[config.mk]
export PLATFORM = sky130hd
export DESIGN_NAME = lab3_cache_writeback_buffer
export DESIGN_NICKNAME = d
export VERILOG_FILES = /design/src/rtl/lab3_cache_pkg.sv /design/src/rtl/lab3_cache_wbb_entry_file.sv /design/src/rtl/lab3_cache_writeback_buffer.sv
export SDC_FILE = /design/constraint.sdc
export NUM_CORES = 1
export LEC_CHECK = 0
export CAP_MARGIN = 20
export CORE_UTILIZATION = 38
export CTS_BUF_LIST = sky130_fd_sc_hd__clkbuf_8
export DETAILED_ROUTE_END_ITERATION = 16
export DONT_BUFFER_PORTS = 1
export GPL_ROUTABILITY_DRIVEN = 0
export PLACE_DENSITY = 0.63
export SETUP_SLACK_MARGIN = 0.4
export SYNTH_ARGS = -nofsm -noshare
export SYNTH_HDL_FRONTEND = slang
export SYNTH_SLANG_ARGS = --single-unit
[constraint.sdc]
create_clock -name clk -period 104.5 [get_ports clk]
set_input_delay 20.9 -clock clk [delete_from_list [all_inputs] [get_ports clk]]
set_output_delay 20.9 -clock clk [all_outputs]
set_load 0.01 [all_outputs]
[src/rtl/lab3_cache_pkg.sv]
// Shared types and constants for the lab3 cache write-back path.
// Latency: n/a (declarations only).
// Backpressure: n/a (declarations only).
package lab3_cache_pkg;

    localparam int LINE_WORDS     = 16;
    localparam int LINE_BITS      = 512;
    localparam int OFFSET_BITS    = 6;
    localparam int LINE_ADDR_BITS = 32 - OFFSET_BITS;

    typedef enum logic [1:0] {
        IDLE = 2'd0,
        SEND = 2'd1,
        WAIT = 2'd2
    } wbb_state_e;

    typedef struct packed {
        logic                      valid;
        logic [LINE_ADDR_BITS-1:0] line_addr;
        logic [LINE_BITS-1:0]      data;
    } wbb_entry_t;

    localparam logic [2:0] MEM_TYPE_READ  = 3'd0;
    localparam logic [2:0] MEM_TYPE_WRITE = 3'd1;

    // 77-bit memory request: type, opaque tag, byte address, length, data
    typedef struct packed {
        logic [2:0]  type_;
        logic [7:0]  opaque;
        logic [31:0] addr;
        logic [1:0]  len;
        logic [31:0] data;
    } mem_req_4B_t;

    // 47-bit memory response: type, opaque tag, test bits, length, data
    typedef struct packed {
        logic [2:0]  type_;
        logic [7:0]  opaque;
        logic [1:0]  test;
        logic [1:0]  len;
        logic [31:0] data;
    } mem_resp_4B_t;

endpackage

[src/rtl/lab3_cache_wbb_entry_file.sv]
// Victim line storage: DEPTH entries, one write port, head read, parallel line-address compare.
// Latency: write visible next cycle; head read and compare are combinational.
// Backpressure: none; the caller guarantees it never writes a valid slot. Forwarding under LAB3_CACHE_WBB_FORWARD_EN.
module lab3_cache_wbb_entry_file
    import lab3_cache_pkg::*;
#(
    parameter int DEPTH = 2,
    parameter int PTR_W = 1
) (
    input  logic                      clk,
    input  logic                      reset,
    input  logic                      wr_en_i,
    input  logic [PTR_W-1:0]          wr_ptr_i,
    input  logic [LINE_ADDR_BITS-1:0] wr_line_i,
    input  logic [LINE_BITS-1:0]      wr_data_i,
    input  logic                      clr_en_i,
    input  logic [PTR_W-1:0]          head_ptr_i,
    output wbb_entry_t                head_o,
    input  logic [LINE_ADDR_BITS-1:0] chk_line_i,
    output logic                      chk_hit_o
`ifdef LAB3_CACHE_WBB_FORWARD_EN
    ,
    output logic [LINE_BITS-1:0]      fwd_data_o
`endif
);

    wbb_entry_t ent_q [DEPTH];

    // Only the valid bits need reset; payload is qualified by valid everywhere
    always_ff @(posedge clk) begin
        if (reset) begin
            for (int i = 0; i < DEPTH; i++) begin
                ent_q[i].valid <= 1'b0;
            end
        end else begin
            if (clr_en_i) begin
                ent_q[head_ptr_i].valid <= 1'b0;
            end
            if (wr_en_i) begin
                ent_q[wr_ptr_i] <= '{valid: 1'b1, line_addr: wr_line_i, data: wr_data_i};
            end
        end
    end

    assign head_o = ent_q[head_ptr_i];

    // Any valid entry holding the probed line, including one still waiting on acks
    always_comb begin
        chk_hit_o = 1'b0;
        for (int i = 0; i < DEPTH; i++) begin
            if (ent_q[i].valid && (ent_q[i].line_addr == chk_line_i)) begin
                chk_hit_o = 1'b1;
            end
        end
    end

`ifdef LAB3_CACHE_WBB_FORWARD_EN
    logic [PTR_W-1:0] idx;

    // Walk oldest to newest from head so the youngest matching copy wins
    always_comb begin
        fwd_data_o = '0;
        idx        = '0;
        for (int k = 0; k < DEPTH; k++) begin
            idx = PTR_W'((int'(head_ptr_i) + k) % DEPTH);
            if (ent_q[idx].valid && (ent_q[idx].line_addr == chk_line_i)) begin
                fwd_data_o = ent_q[idx].data;
            end
        end
    end
`endif

endmodule

[src/rtl/lab3_cache_writeback_buffer.sv]
// Victim write-back buffer: takes a whole dirty line per cycle, drains it as 16 word writes, retires on 16 acks.
// Latency: first write request is offered the cycle after enqueue, then one per cycle while memreq_rdy is high.
// Backpressure: evict_rdy drops when all entries are full; memreq stalls hold the message; optional LAB3_CACHE_WBB_FORWARD_EN.
module lab3_cache_writeback_buffer
    import lab3_cache_pkg::*;
#(
    parameter int DEPTH           = 2,
    parameter int MAX_OUTSTANDING = 16
) (
    input  logic                 clk,
    input  logic                 reset,
    input  logic                 evict_val,
    output logic                 evict_rdy,
    input  logic [31:0]          evict_addr,
    input  logic [LINE_BITS-1:0] evict_data,
    output logic                 memreq_val,
    input  logic                 memreq_rdy,
    output mem_req_4B_t          memreq_msg,
    input  logic                 memresp_val,
    output logic                 memresp_rdy,
    input  mem_resp_4B_t         memresp_msg,
    input  logic [31:0]          check_addr,
    output logic                 check_hit,
    output logic                 empty
`ifdef LAB3_CACHE_WBB_FORWARD_EN
    ,
    output logic                 fwd_val,
    output logic [LINE_BITS-1:0] fwd_data
`endif
);

    localparam int PTR_W = (DEPTH > 1) ? $clog2(DEPTH) : 1;
    localparam int CNT_W = $clog2(DEPTH + 1);

    wbb_state_e       state_q, state_d;
    logic [PTR_W-1:0] head_q, head_d, tail_q, tail_d;
    logic [CNT_W-1:0] count_q, count_d;
    logic [4:0]       send_idx_q, send_idx_d;
    logic [4:0]       ack_cnt_q, ack_cnt_d;
    logic [4:0]       outst_q, outst_d;

    wbb_entry_t head_ent;
    logic       enq, fire, ack_ok, retire, can_send;

    function automatic logic [PTR_W-1:0] ptr_inc(input logic [PTR_W-1:0] p);
        return (int'(p) == DEPTH - 1) ? '0 : p + PTR_W'(1);
    endfunction

    assign evict_rdy   = (count_q < CNT_W'(DEPTH));
    assign enq         = evict_val && evict_rdy;
    assign fire        = memreq_val && memreq_rdy;
    assign memresp_rdy = 1'b1;
    // Non-write responses and acks with nothing in flight (e.g. after reset) are dropped
    assign ack_ok      = memresp_val && (memresp_msg.type_ == MEM_TYPE_WRITE) && (outst_q != 5'd0);
    assign can_send    = (send_idx_q < 5'd16) && (outst_q < 5'(MAX_OUTSTANDING));
    assign empty       = (count_q == '0) && (outst_q == 5'd0);

    lab3_cache_wbb_entry_file #(
        .DEPTH (DEPTH),
        .PTR_W (PTR_W)
    ) u_entries (
        .clk        (clk),
        .reset      (reset),
        .wr_en_i    (enq),
        .wr_ptr_i   (tail_q),
        .wr_line_i  (evict_addr[31:OFFSET_BITS]),
        .wr_data_i  (evict_data),
        .clr_en_i   (retire),
        .head_ptr_i (head_q),
        .head_o     (head_ent),
        .chk_line_i (check_addr[31:OFFSET_BITS]),
        .chk_hit_o  (check_hit)
`ifdef LAB3_CACHE_WBB_FORWARD_EN
        ,
        .fwd_data_o (fwd_data)
`endif
    );

`ifdef LAB3_CACHE_WBB_FORWARD_EN
    assign fwd_val = check_hit;
`endif

    // Sender FSM: IDLE already offers word 0 so the first request follows enqueue by one cycle
    always_comb begin
        state_d    = state_q;
        memreq_val = 1'b0;
        retire     = 1'b0;
        case (state_q)
            IDLE: begin
                if (head_ent.valid) begin
                    memreq_val = can_send;
                    state_d    = SEND;
                end
            end
            SEND: begin
                memreq_val = can_send;
                if (can_send && memreq_rdy && (send_idx_q == 5'd15)) begin
                    state_d = WAIT;
                end
            end
            WAIT: begin
                if (ack_cnt_q == 5'd16) begin
                    retire  = 1'b1;
                    state_d = IDLE;
                end
            end
            default: state_d = IDLE;
        endcase
    end

    // Request payload for the current head word; zero whenever nothing is offered
    always_comb begin
        memreq_msg = '0;
        if (memreq_val) begin
            memreq_msg.type_  = MEM_TYPE_WRITE;
            memreq_msg.opaque = {4'(head_q), send_idx_q[3:0]};
            memreq_msg.addr   = {head_ent.line_addr, send_idx_q[3:0], 2'b00};
            memreq_msg.len    = 2'd0;
            memreq_msg.data   = head_ent.data[{send_idx_q[3:0], 5'd0} +: 32];
        end
    end

    // Pointer, occupancy and per-head progress counters; retirement restarts the counters for the next head
    always_comb begin
        head_d     = head_q;
        tail_d     = tail_q;
        count_d    = count_q;
        send_idx_d = send_idx_q;
        ack_cnt_d  = ack_cnt_q;
        outst_d    = outst_q;
        if (enq) begin
            tail_d = ptr_inc(tail_q);
        end
        if (retire) begin
            head_d     = ptr_inc(head_q);
            send_idx_d = 5'd0;
            ack_cnt_d  = 5'd0;
        end else begin
            if (fire) begin
                send_idx_d = send_idx_q + 5'd1;
            end
            if (ack_ok) begin
                ack_cnt_d = ack_cnt_q + 5'd1;
            end
        end
        case ({enq, retire})
            2'b10:   count_d = count_q + CNT_W'(1);
            2'b01:   count_d = count_q - CNT_W'(1);
            default: count_d = count_q;
        endcase
        case ({fire, ack_ok})
            2'b10:   outst_d = outst_q + 5'd1;
            2'b01:   outst_d = outst_q - 5'd1;
            default: outst_d = outst_q;
        endcase
    end

    // State registers with synchronous reset, which also abandons any drain in progress
    always_ff @(posedge clk) begin
        if (reset) begin
            state_q    <= IDLE;
            head_q     <= '0;
            tail_q     <= '0;
            count_q    <= '0;
            send_idx_q <= 5'd0;
            ack_cnt_q  <= 5'd0;
            outst_q    <= 5'd0;
        end else begin
            state_q    <= state_d;
            head_q     <= head_d;
            tail_q     <= tail_d;
            count_q    <= count_d;
            send_idx_q <= send_idx_d;
            ack_cnt_q  <= ack_cnt_d;
            outst_q    <= outst_d;
        end
    end

    logic unused_bits;
    assign unused_bits = ^{evict_addr[OFFSET_BITS-1:0], check_addr[OFFSET_BITS-1:0],
                           memresp_msg.opaque, memresp_msg.test, memresp_msg.len, memresp_msg.data};

endmodule

==> key figures, run 1 <==
Synth
  – Post-synthesis simple-gate area fraction: 0.0250
  – Adder-cell share of the synthesized area: 0.00307
  – Synth cell count leaders: edfxtp_1 (1076), mux2i_1 (540), a22oi_1 (166)
  – Netlist cell types: 41
  – Post-Syn Instances: 2397
  – Multiplexer share of the synthesized area: 0.126
  – Post-synth EDFFs: 1076
  – Primary FF master, synth: edfxtp_1
  – Post-synth top area cell: edfxtp_1
  – Main combinational cell family by area after synthesis: multiplexers
  – Yosys warns: 0
  – XOR/XNOR Fraction of Synth Area: 0.0132
  – FF+latch count, synth: 1100
  – Sequential element share of the synthesized area: 0.760
  – Syn avg cell area: 18.0 um2
  – Top-count cell post-synth: edfxtp_1
  – Dominant cells by area after synthesis: edfxtp_1 (75%), mux2i_1 (13%), a22oi_1 (2.9%)
  – Synth top area share: 0.749
  – Synthesized area: 43100 um2
  – Async set or reset register ratio after synthesis: 0
  – Complex-gate fraction of the synthesized area: 0.0556

Timing
  – Final min period: 42910 ps
  – RSZ-0062 raised after global routing: false
  – Worst slew margin: 0.224
  – Setup tns final: 0 ps
  – Final setup viols: 0
  – Period Utilization, post-route: 0.411
  – Max-slew violations: 0
  – Final worst slack: 61590 ps
  – Max Freq: 23.3 MHz
  – Clk_skew: 45.2 ps
  – Worst slew pin tran: 1160 ps
  – Endpoints failing hold: 0

Route
  – Detailed Route WL: 109000 um
  – Met2 wire length: 52000 um
  – Met3 wire len: 13500 um
  – Vias per cell: 5.38
  – Final routed DRC violation total: 0
  – TritonRoute pass-1 iters: 6
  – Number of routed nets with antenna violations: 0
  – Met1 WL: 40200 um
  – DR vias: 22200
  – WL per Instance: 26.5 um
  – Initial DRC count: 1789
  – Uppermost layer routed: met5

Critical path
  – R2R depth: 8
  – Data arrival, critical path: 22010 ps
  – Worst r2r src: count_q[1]
  – WS Path Type: in -> out
  – Reg2Reg Setup Slack: 99770 ps
  – Most frequent CP cell: nand4_1
  – Max stage delay on crit path: 440 ps
  – WP data required: 83600 ps
  – Highest-delay cell along the critical path: nor4_1
  – Crit. End Element: primary output
  – Reg2reg end: u_entries.ent_q[1][466]
  – CP startpoint kind: input port
  – Critical path fanouts, max: 2
  – CP Cell Sequence: xnor2_1 -> nand4_1 -> nor4_1 -> nand4_1 -> nand2_1

Die
  – Core Area: 112000 um2
  – Initial Util: 0.384
  – Die Width: 339 um
  – Die area: 115000 um2
  – DIE HEIGHT: 339 um
  – # IOs: 710
  – Placement row count: 123

Cells and area
  – Share of layout cells above drive strength 1: 0.107
  – Nets: 3113
  – Register Area: 32800 um2
  – Fillers: 9835
  – Multi-input gate area: 9690 um2
  – Fin util: 0.428
  – Area Growth Syn to Fin: 11.7%

Clock tree
  – Clock transition at path regs: 50 ps
  – Skew-Pair Late Insertion Delay: 870 ps
  – Inserted Clock Buffers: 175
  – Setup Fix Bufs, Post-CTS: 0
  – Clock sink count: 1100
  – Post-CTS Hold Buffers: 0
  – Root Driver: clkbuf_8
  – # H-tree levels: 4
  – TritonCTS clock tree: yes
  – Max clock buf depth: 3
  – CTS-repair resized insts: 0

Min path
  – Hold worst-path end: ack_cnt_q[4]
  – Worst hold path class: reg -> reg
  – Hold Path Depth: 2
  – Hold wc startpoint: ack_cnt_q[4]

Power
  – Post-route total power: 0.000918 W
  – Leak: 14.6 nW
  – Switching part of the total: 0.233
  – Pint: 0.000704 W
  – Combinational Power Share: 0.064
  – Sw Pwr: 0.000214 W
  – Clock Power Share: 0.376
  – Power Density: 19.1 nW/um2
  – Worst vdd ir: 0.0145 mV
  – Reg power frac: 0.560

Placed design
  – Post-place setup slack: 61600 ps
  – DP HPWL: 72200 um
  – Port Buf Inserts: 0

Global route
  – Initial antenna violation count: 22
  – Vias in the first global route: 23000
  – Gr usage total: 0.186
  – Largest net degree at the start of global routing: 107
  – Gr ovfl total: 0
  – Global-route wire length before repair: 154000 um

Outcome
  – Status: finished clean

Flow run
  – Max-Cap Viols: 0
sequential cells by signal, indices dropped and copies added (netlist names), named ones only:
register and cells:
outst_q 5, tail_q 1, u_entries.ent_q 1078, state_q 2, ack_cnt_q 5, send_idx_q 5
head_q 1, count_q 2
layer usage:
metal | up-vias | GRT usage
li1 | 9830 | -
met2 | 957 | 0.295
met3 | 199 | 0.0924
met4 | 12 | 0.0797
met1 | 11200 | 0.211
met5 | - | 0
power groups by stage:
stage / clock (W) / sequential [W] / combinational [W]
after floorplan: 0 / 0.000551 / 0.0000386
after global placement: 0 / 0.000522 / 0.0000576
after detailed placement: 0 / 0.000523 / 0.0000589
after CTS: 0.000355 / 0.000514 / 0.0000591
after global routing: 0.000373 / 0.000515 / 0.0000637
final: 0.000345 / 0.000514 / 0.0000591
worst max path at each step:
stage	slack (ps)	cells past startpoint	endpoint	startpoint
after detailed placement	61600	5	check_hit	check_addr[19]
final	61590	5	check_hit	check_addr[19]
after CTS	61600	5	check_hit	check_addr[19]
after global placement	61590	5	check_hit	check_addr[19]
after global routing	61500	5	check_hit	check_addr[19]
after floorplan	42500	2	u_entries.ent_q[1][0]	evict_val
critical path: cells and delay by family:
kind	cells	cell delay [ps]
xor+xnor	1	160
simple gates	4	960
per-stage QoR:
step	instances	area, um2	hold WS (ps)
6_report	4126	48200	512
5_1_grt	4125	48200	530
4_1_cts	4108	48000	513
3_5_place_dp	3794	44700	499
3_3_place_gp	3794	44700	475
2_1_floorplan	2405	43200	455
cell type report:
| cell class | count | area share |
|---|---|---|
| flip-flops and latches | 1100 | 0.681 |
| multi-input cells | 1143 | 0.201 |
| clock buffers | 176 | 0.0503 |
| well taps | 1500 | 0.0390 |
| clock inverters | 138 | 0.0180 |
| repair buffers | 42 | 0.00924 |
| inverters | 13 | 0.00101 |
| diodes | 14 | 0.000727 |
logic make-up (layout without fill, tap and decap cells):
logic type,after synthesis,after routing
other cells,2,24
xor+xnor,65,65
compound gates,303,303
fa+ha+maj,10,10
mux,541,541
flops,1100,1100
buf+inv,162,369
simple gates,214,214
cell usage in the layout, fill, tap and decap left out, types with 4 or more instances in the layout:
master and n:
a21oi_1 10, a221oi_1 60, a22o_1 60, a22oi_1 166, and2_1 6, buf_12 4
buf_16 4, buf_4 34, bufinv_16 8, clkbuf_8 176, clkinv_1 33, clkinv_2 24
conb_1 10, dfxtp_1 23, diode_2 14, edfxtp_1 1076, ha_1 9, inv_1 70
inv_6 5, mux2i_1 540, nand2_1 9, nand3_1 101, nand4_1 16, nor2_1 52
nor3_1 5, nor4_1 6, xnor2_1 35, xor2_1 30
Note: power is estimated with default switching activity, not from simulation.
==> inputs of run 2 (changes only) <==
--- a/config.mk
+++ b/config.mk
@@ -11,7 +11,7 @@
 export DETAILED_ROUTE_END_ITERATION = 16
 export DONT_BUFFER_PORTS = 1
 export GPL_ROUTABILITY_DRIVEN = 0
-export PLACE_DENSITY = 0.63
+export PLACE_DENSITY = 0.65
 export SETUP_SLACK_MARGIN = 0.4
 export SYNTH_ARGS = -nofsm -noshare
 export SYNTH_HDL_FRONTEND = slang
==> constraint.sdc (replaced) <==
create_clock -name clk -period 36.4 [get_ports clk]
set_input_delay 7.28 -clock clk [delete_from_list [all_inputs] [get_ports clk]]
set_output_delay 7.28 -clock clk [all_outputs]
set_load 0.01 [all_outputs]
==> run 2 against run 1 <==
Against the previous run:
- highest routed layer unchanged
- via count shrank 0.29%
- final area is essentially flat
- total power grew to 2.9 times the previous value
- wire length grew 0.81%
- die area is the same
- worst hold slack lost 2.4 ps
- clock skew shrank 14 ps
- core utilization is essentially flat
- largest cell class unchanged
- setup slack lost 41000 ps
- flip-flop and latch count is the same
==> key figures, run 2 (synthesized netlist as in run 1, its figures left out) <==
Critical path
  – R2R depth: 7
  – CP startpoint kind: input port
  – Critical path fanouts, max: 2
  – WS Path Type: in -> out
  – WP data required: 29120 ps
  – Worst r2r src: count_q[1]
  – Most frequent CP cell: nand4_1
  – Reg2Reg Setup Slack: 31430 ps
  – Data arrival, critical path: 8310 ps
  – Reg2reg end: u_entries.ent_q[1][55]
  – Crit. End Element: primary output
  – Highest-delay cell along the critical path: nor4_1
  – Max stage delay on crit path: 370 ps
  – CP Cell Sequence: xnor2_1 -> nand4_1 -> nor4_1 -> nand4_1 -> nand2_1

Cells and area
  – Register Area: 32800 um2
  – Largest register by flop count: u_entries.ent_q
  – Most frequent cells in the layout: edfxtp_1 (1076), mux2i_1 (540), clkbuf_8 (181)
  – Commonest non-fill, non-tap cell in the layout: edfxtp_1
  – Max reg flops: 1078
  – Fillers: 9694
  – Area Growth Syn to Fin: 11.7%
  – Share of layout cells above drive strength 1: 0.107
  – Non-filler cells, final: 4125
  – Multi-input gate area: 9700 um2
  – Nets: 3112

Timing
  – Setup tns final: 0 ps
  – Max-slew violations: 0
  – Final setup viols: 0
  – Worst slew margin: 0.238
  – Worst slew pin tran: 1140 ps
  – RSZ-0062 raised after global routing: false
  – Final min period: 15590 ps
  – Period Utilization, post-route: 0.428
  – Endpoints failing hold: 0
  – Clk_skew: 31.2 ps
  – Max Freq: 64.2 MHz

Die
  – Core Area: 112000 um2
  – Initial Util: 0.384
  – Placement row count: 123
  – DIE HEIGHT: 339 um
  – Die Width: 339 um
  – Die area: 115000 um2
  – # IOs: 710

Power
  – Leak: 14.6 nW
  – Power Density: 54.9 nW/um2
  – Worst vdd ir: 0.0400 mV

Clock tree
  – Inserted Clock Buffers: 175
  – # H-tree levels: 4
  – Setup Fix Bufs, Post-CTS: 0
  – Clock transition at path regs: 60 ps
  – TritonCTS clock tree: yes
  – Max clock buf depth: 3
  – Root Driver: clkbuf_8
  – Clock sink count: 1100
  – Skew-Pair Late Insertion Delay: 840 ps
  – CTS-repair resized insts: 0
  – Post-CTS Hold Buffers: 0

Global route
  – Gr usage total: 0.187
  – Largest net degree at the start of global routing: 161
  – Vias in the first global route: 23000
  – Initial antenna violation count: 16
  – Gr ovfl total: 0
  – Global-route wire length before repair: 156000 um

Min path
  – Hold wc startpoint: count_q[1]
  – Hold worst-path end: count_q[1]
  – Worst hold path class: reg -> reg
  – Hold Path Depth: 2

Route
  – WL per Instance: 26.7 um
  – Final routed DRC violation total: 0
  – Detailed Route WL: 110000 um
  – DR vias: 22100
  – TritonRoute pass-1 iters: 6
  – Initial DRC count: 1576
  – Vias per cell: 5.36
  – Number of routed nets with antenna violations: 0

Flow run
  – Max-Cap Viols: 0

Placed design
  – DP HPWL: 73400 um
  – Post-Place Cells: 3795
  – Port Buf Inserts: 0

Outcome
  – Status: finished clean
run 2: changes by cell type in the layout (fill, tap and decap cells not counted), moves of 4 or more:
cell	delta
clkbuf_8	+5
clkinv_1	+4
clkinv_2	-5
diode_2	-4
run 2: layer usage:
layer / part of all wire / global-route usage / routed length (um)
met1: 0.38 / 0.218 / 42300
met2: 0.48 / 0.299 / 53000
met3: 0.11 / 0.0896 / 12300
met4: 0.023 / 0.0664 / 2490
met5: 0.00085 / 0 / 94
run 2: worst max-delay path by stage:
stage	startpoint	to	slack [ps]	depth (start not counted)
2_1_floorplan	evict_val	u_entries.ent_q[0][538]	6930	3
3_3_place_gp	check_addr[19]	check_hit	20780	5
3_5_place_dp	check_addr[19]	check_hit	20830	5
4_1_cts	check_addr[19]	check_hit	20840	5
5_1_grt	check_addr[19]	check_hit	20720	5
6_report	check_addr[19]	check_hit	20810	5
run 2: where the power goes:
part           internal, W  switching (W)
Clock             0.000522       0.000481
Combinational    0.0000484       0.000120
Sequential         0.00146      0.0000156
Total              0.00203       0.000617
run 2: worst max-delay path: cells and delay by family:
kind / cells / cell delay [ps]
xor gates and xnor gates: 1 / 190
and+or+nand+nor: 4 / 830
run 2: layout make-up:
type,count,share of cell area
repair buffers,41,0.00800
inverters,13,0.00101
diodes,10,0.000519
clock inverters,137,0.0177
multi-input cells,1143,0.201
well taps,1500,0.0390
clock buffers,181,0.0517
flip-flops and latches,1100,0.681
run 2: metrics by stage:
| step | total power (W) | util | area [um2] | setup WS, ps | hold slack, ps |
|---|---|---|---|---|---|
| finish | 0.00265 | 0.428 | 48200 | 20810 | 510 |
| global route | 0.00275 | 0.428 | 48200 | 20720 | 528 |
| CTS | 0.00268 | 0.428 | 48100 | 20840 | 503 |
| detailed placement | 0.00167 | 0.398 | 44800 | 20830 | 494 |
| global placement | 0.00167 | 0.398 | 44800 | 20780 | 474 |
| floorplan | 0.00165 | - | 43200 | 6930 | 455 |
==> inputs of run 3 (changes only) <==
==> constraint.sdc (replaced) <==
create_clock -name clk -period 13.7 [get_ports clk]
set_input_delay 2.74 -clock clk [delete_from_list [all_inputs] [get_ports clk]]
set_output_delay 2.74 -clock clk [all_outputs]
set_load 0.01 [all_outputs]
==> run 3 against run 2 <==
Against the previous run:
- worst hold slack got worse by 9.1 ps
- sequential power increased to 2.6 times the previous value
- final area about the same
- via count about the same
- die area unchanged
- critical endpoint is now memreq_msg[27]
- critical path depth increased by 3
- largest power group unchanged
- non-clock buffer count decreased by 3
- sequential share of layout area about the same
- first-iteration DRC count decreased by 3.6%
- combinational power increased to 2.7 times the previous value
- core utilization about the same
==> key figures, run 3 (synthesized netlist as in run 1, its figures left out) <==
Timing
  – Setup tns final: 0 ps
  – RSZ-0062 raised after global routing: false
  – WHS: 501 ps
  – Final setup viols: 0
  – Period Utilization, post-route: 0.643
  – Worst slew margin: 0.165
  – Final min period: 8800 ps
  – Clk_skew: 26.4 ps
  – Max-slew violations: 0
  – Worst slew pin tran: 1250 ps
  – Endpoints failing hold: 0
  – Max Freq: 114 MHz
  – Final worst slack: 4900 ps

Power
  – Worst vdd ir: 0.106 mV
  – Leak: 14.6 nW
  – Power Density: 145 nW/um2

Die
  – Placement row count: 123
  – # IOs: 710
  – Core Area: 112000 um2
  – Die Width: 339 um
  – Die area: 115000 um2
  – DIE HEIGHT: 339 um
  – Initial Util: 0.384

Critical path
  – Critical path fanouts, max: 118
  – Data arrival, critical path: 6060 ps
  – Reg2Reg Setup Slack: 9090 ps
  – WP data required: 10960 ps
  – WS Path Type: reg -> out
  – CP startpoint kind: flop
  – Crit. End Element: primary output
  – R2R depth: 13
  – Reg2reg end: outst_q[4]

Flow run
  – Max-Cap Viols: 0

Clock tree
  – Skew-Pair Late Insertion Delay: 840 ps
  – Setup Fix Bufs, Post-CTS: 0
  – Clock transition at path regs: 60 ps
  – Root Driver: clkbuf_8
  – Max clock buf depth: 3
  – Post-CTS Hold Buffers: 0
  – Clock sink count: 1100
  – # H-tree levels: 4
  – TritonCTS clock tree: yes
  – CTS-repair resized insts: 0
  – Inserted Clock Buffers: 175

Min path
  – Worst hold path class: reg -> reg
  – Hold worst-path end: count_q[1]
  – Hold Path Depth: 2
  – Hold wc startpoint: count_q[1]

Route
  – WL per Instance: 26.1 um
  – Final routed DRC violation total: 0
  – Vias per cell: 5.37
  – Initial DRC count: 1520
  – DR vias: 22100
  – TritonRoute pass-1 iters: 5
  – Detailed Route WL: 108000 um
  – Number of routed nets with antenna violations: 0

Cells and area
  – Max reg flops: 1078
  – Nets: 3109
  – Commonest non-fill, non-tap cell in the layout: edfxtp_1
  – Area Growth Syn to Fin: 11.7%
  – Fin util: 0.428
  – Multi-input gate area: 9720 um2
  – Register Area: 32800 um2
  – Share of layout cells above drive strength 1: 0.109
  – Largest register by flop count: u_entries.ent_q
  – Most frequent cells in the layout: edfxtp_1 (1076), mux2i_1 (540), clkbuf_8 (182)
  – Fillers: 9680

Global route
  – Initial antenna violation count: 14
  – Vias in the first global route: 22900
  – Global-route wire length before repair: 152000 um
  – Gr ovfl total: 0
  – Gr usage total: 0.182
  – Largest net degree at the start of global routing: 170

Placed design
  – Post-place setup slack: 5570 ps
  – DP HPWL: 71000 um
  – Port Buf Inserts: 0

Outcome
  – Status: finished clean
run 3: area by class of cell:
class | count | share of cell area
Clock buffer | 182 | 0.0520
Tap cell | 1500 | 0.0389
Antenna cell | 10 | 0.000519
Inverter | 13 | 0.00101
Clock inverter | 137 | 0.0170
Multi-Input combinational cell | 1143 | 0.202
Sequential cell | 1100 | 0.680
Timing Repair Buffer | 38 | 0.00846
run 3: metrics by stage:
step                      std cells  area [um2]  power [W]
after floorplan                2405       43200    0.00434
after global placement         3791       44800    0.00442
after detailed placement       3792       44800    0.00444
after CTS                      4111       48100    0.00708
after global routing           4120       48200    0.00726
final                          4123       48200    0.00700
run 3: worst max-delay path, stage by stage, from the launching register on:
cell and delay (ps):
dfxtp_4 980, buf_4 770, buf_4 930, buf_12 700
mux2i_1 190, a22o_1 270, a221oi_1 640, a22oi_1 320
nand3_1 230
run 3: how the worst max path moves through the flow:
stage / from / end / slack [ps] / depth (start not counted)
3_3_place_gp: flop / memreq_msg[27] / 5680 / 8
6_report: flop / memreq_msg[27] / 4900 / 8
2_1_floorplan: evict_val / u_entries.ent_q[1][0] / -3130 / 2
5_1_grt: flop / memreq_msg[27] / 4420 / 8
4_1_cts: flop / memreq_msg[27] / 4610 / 8
3_5_place_dp: flop / memreq_msg[27] / 5570 / 8
run 3: where the power goes:
group / switching [W] / internal, W / leakage, nW
Sequential: 0.0000411 / 0.00388 / 10.1
Combinational: 0.000319 / 0.000130 / 2.65
Clock: 0.00128 / 0.00136 / 1.85
Total: 0.00164 / 0.00537 / 14.6
run 3: metal layers:
metal,wire (um),vias to the layer above,GRT usage
li1,-,9828,-
met2,51800,896,0.295
met5,11,-,0
met4,2750,2,0.0628
met1,41700,11200,0.213
met3,11200,188,0.0814
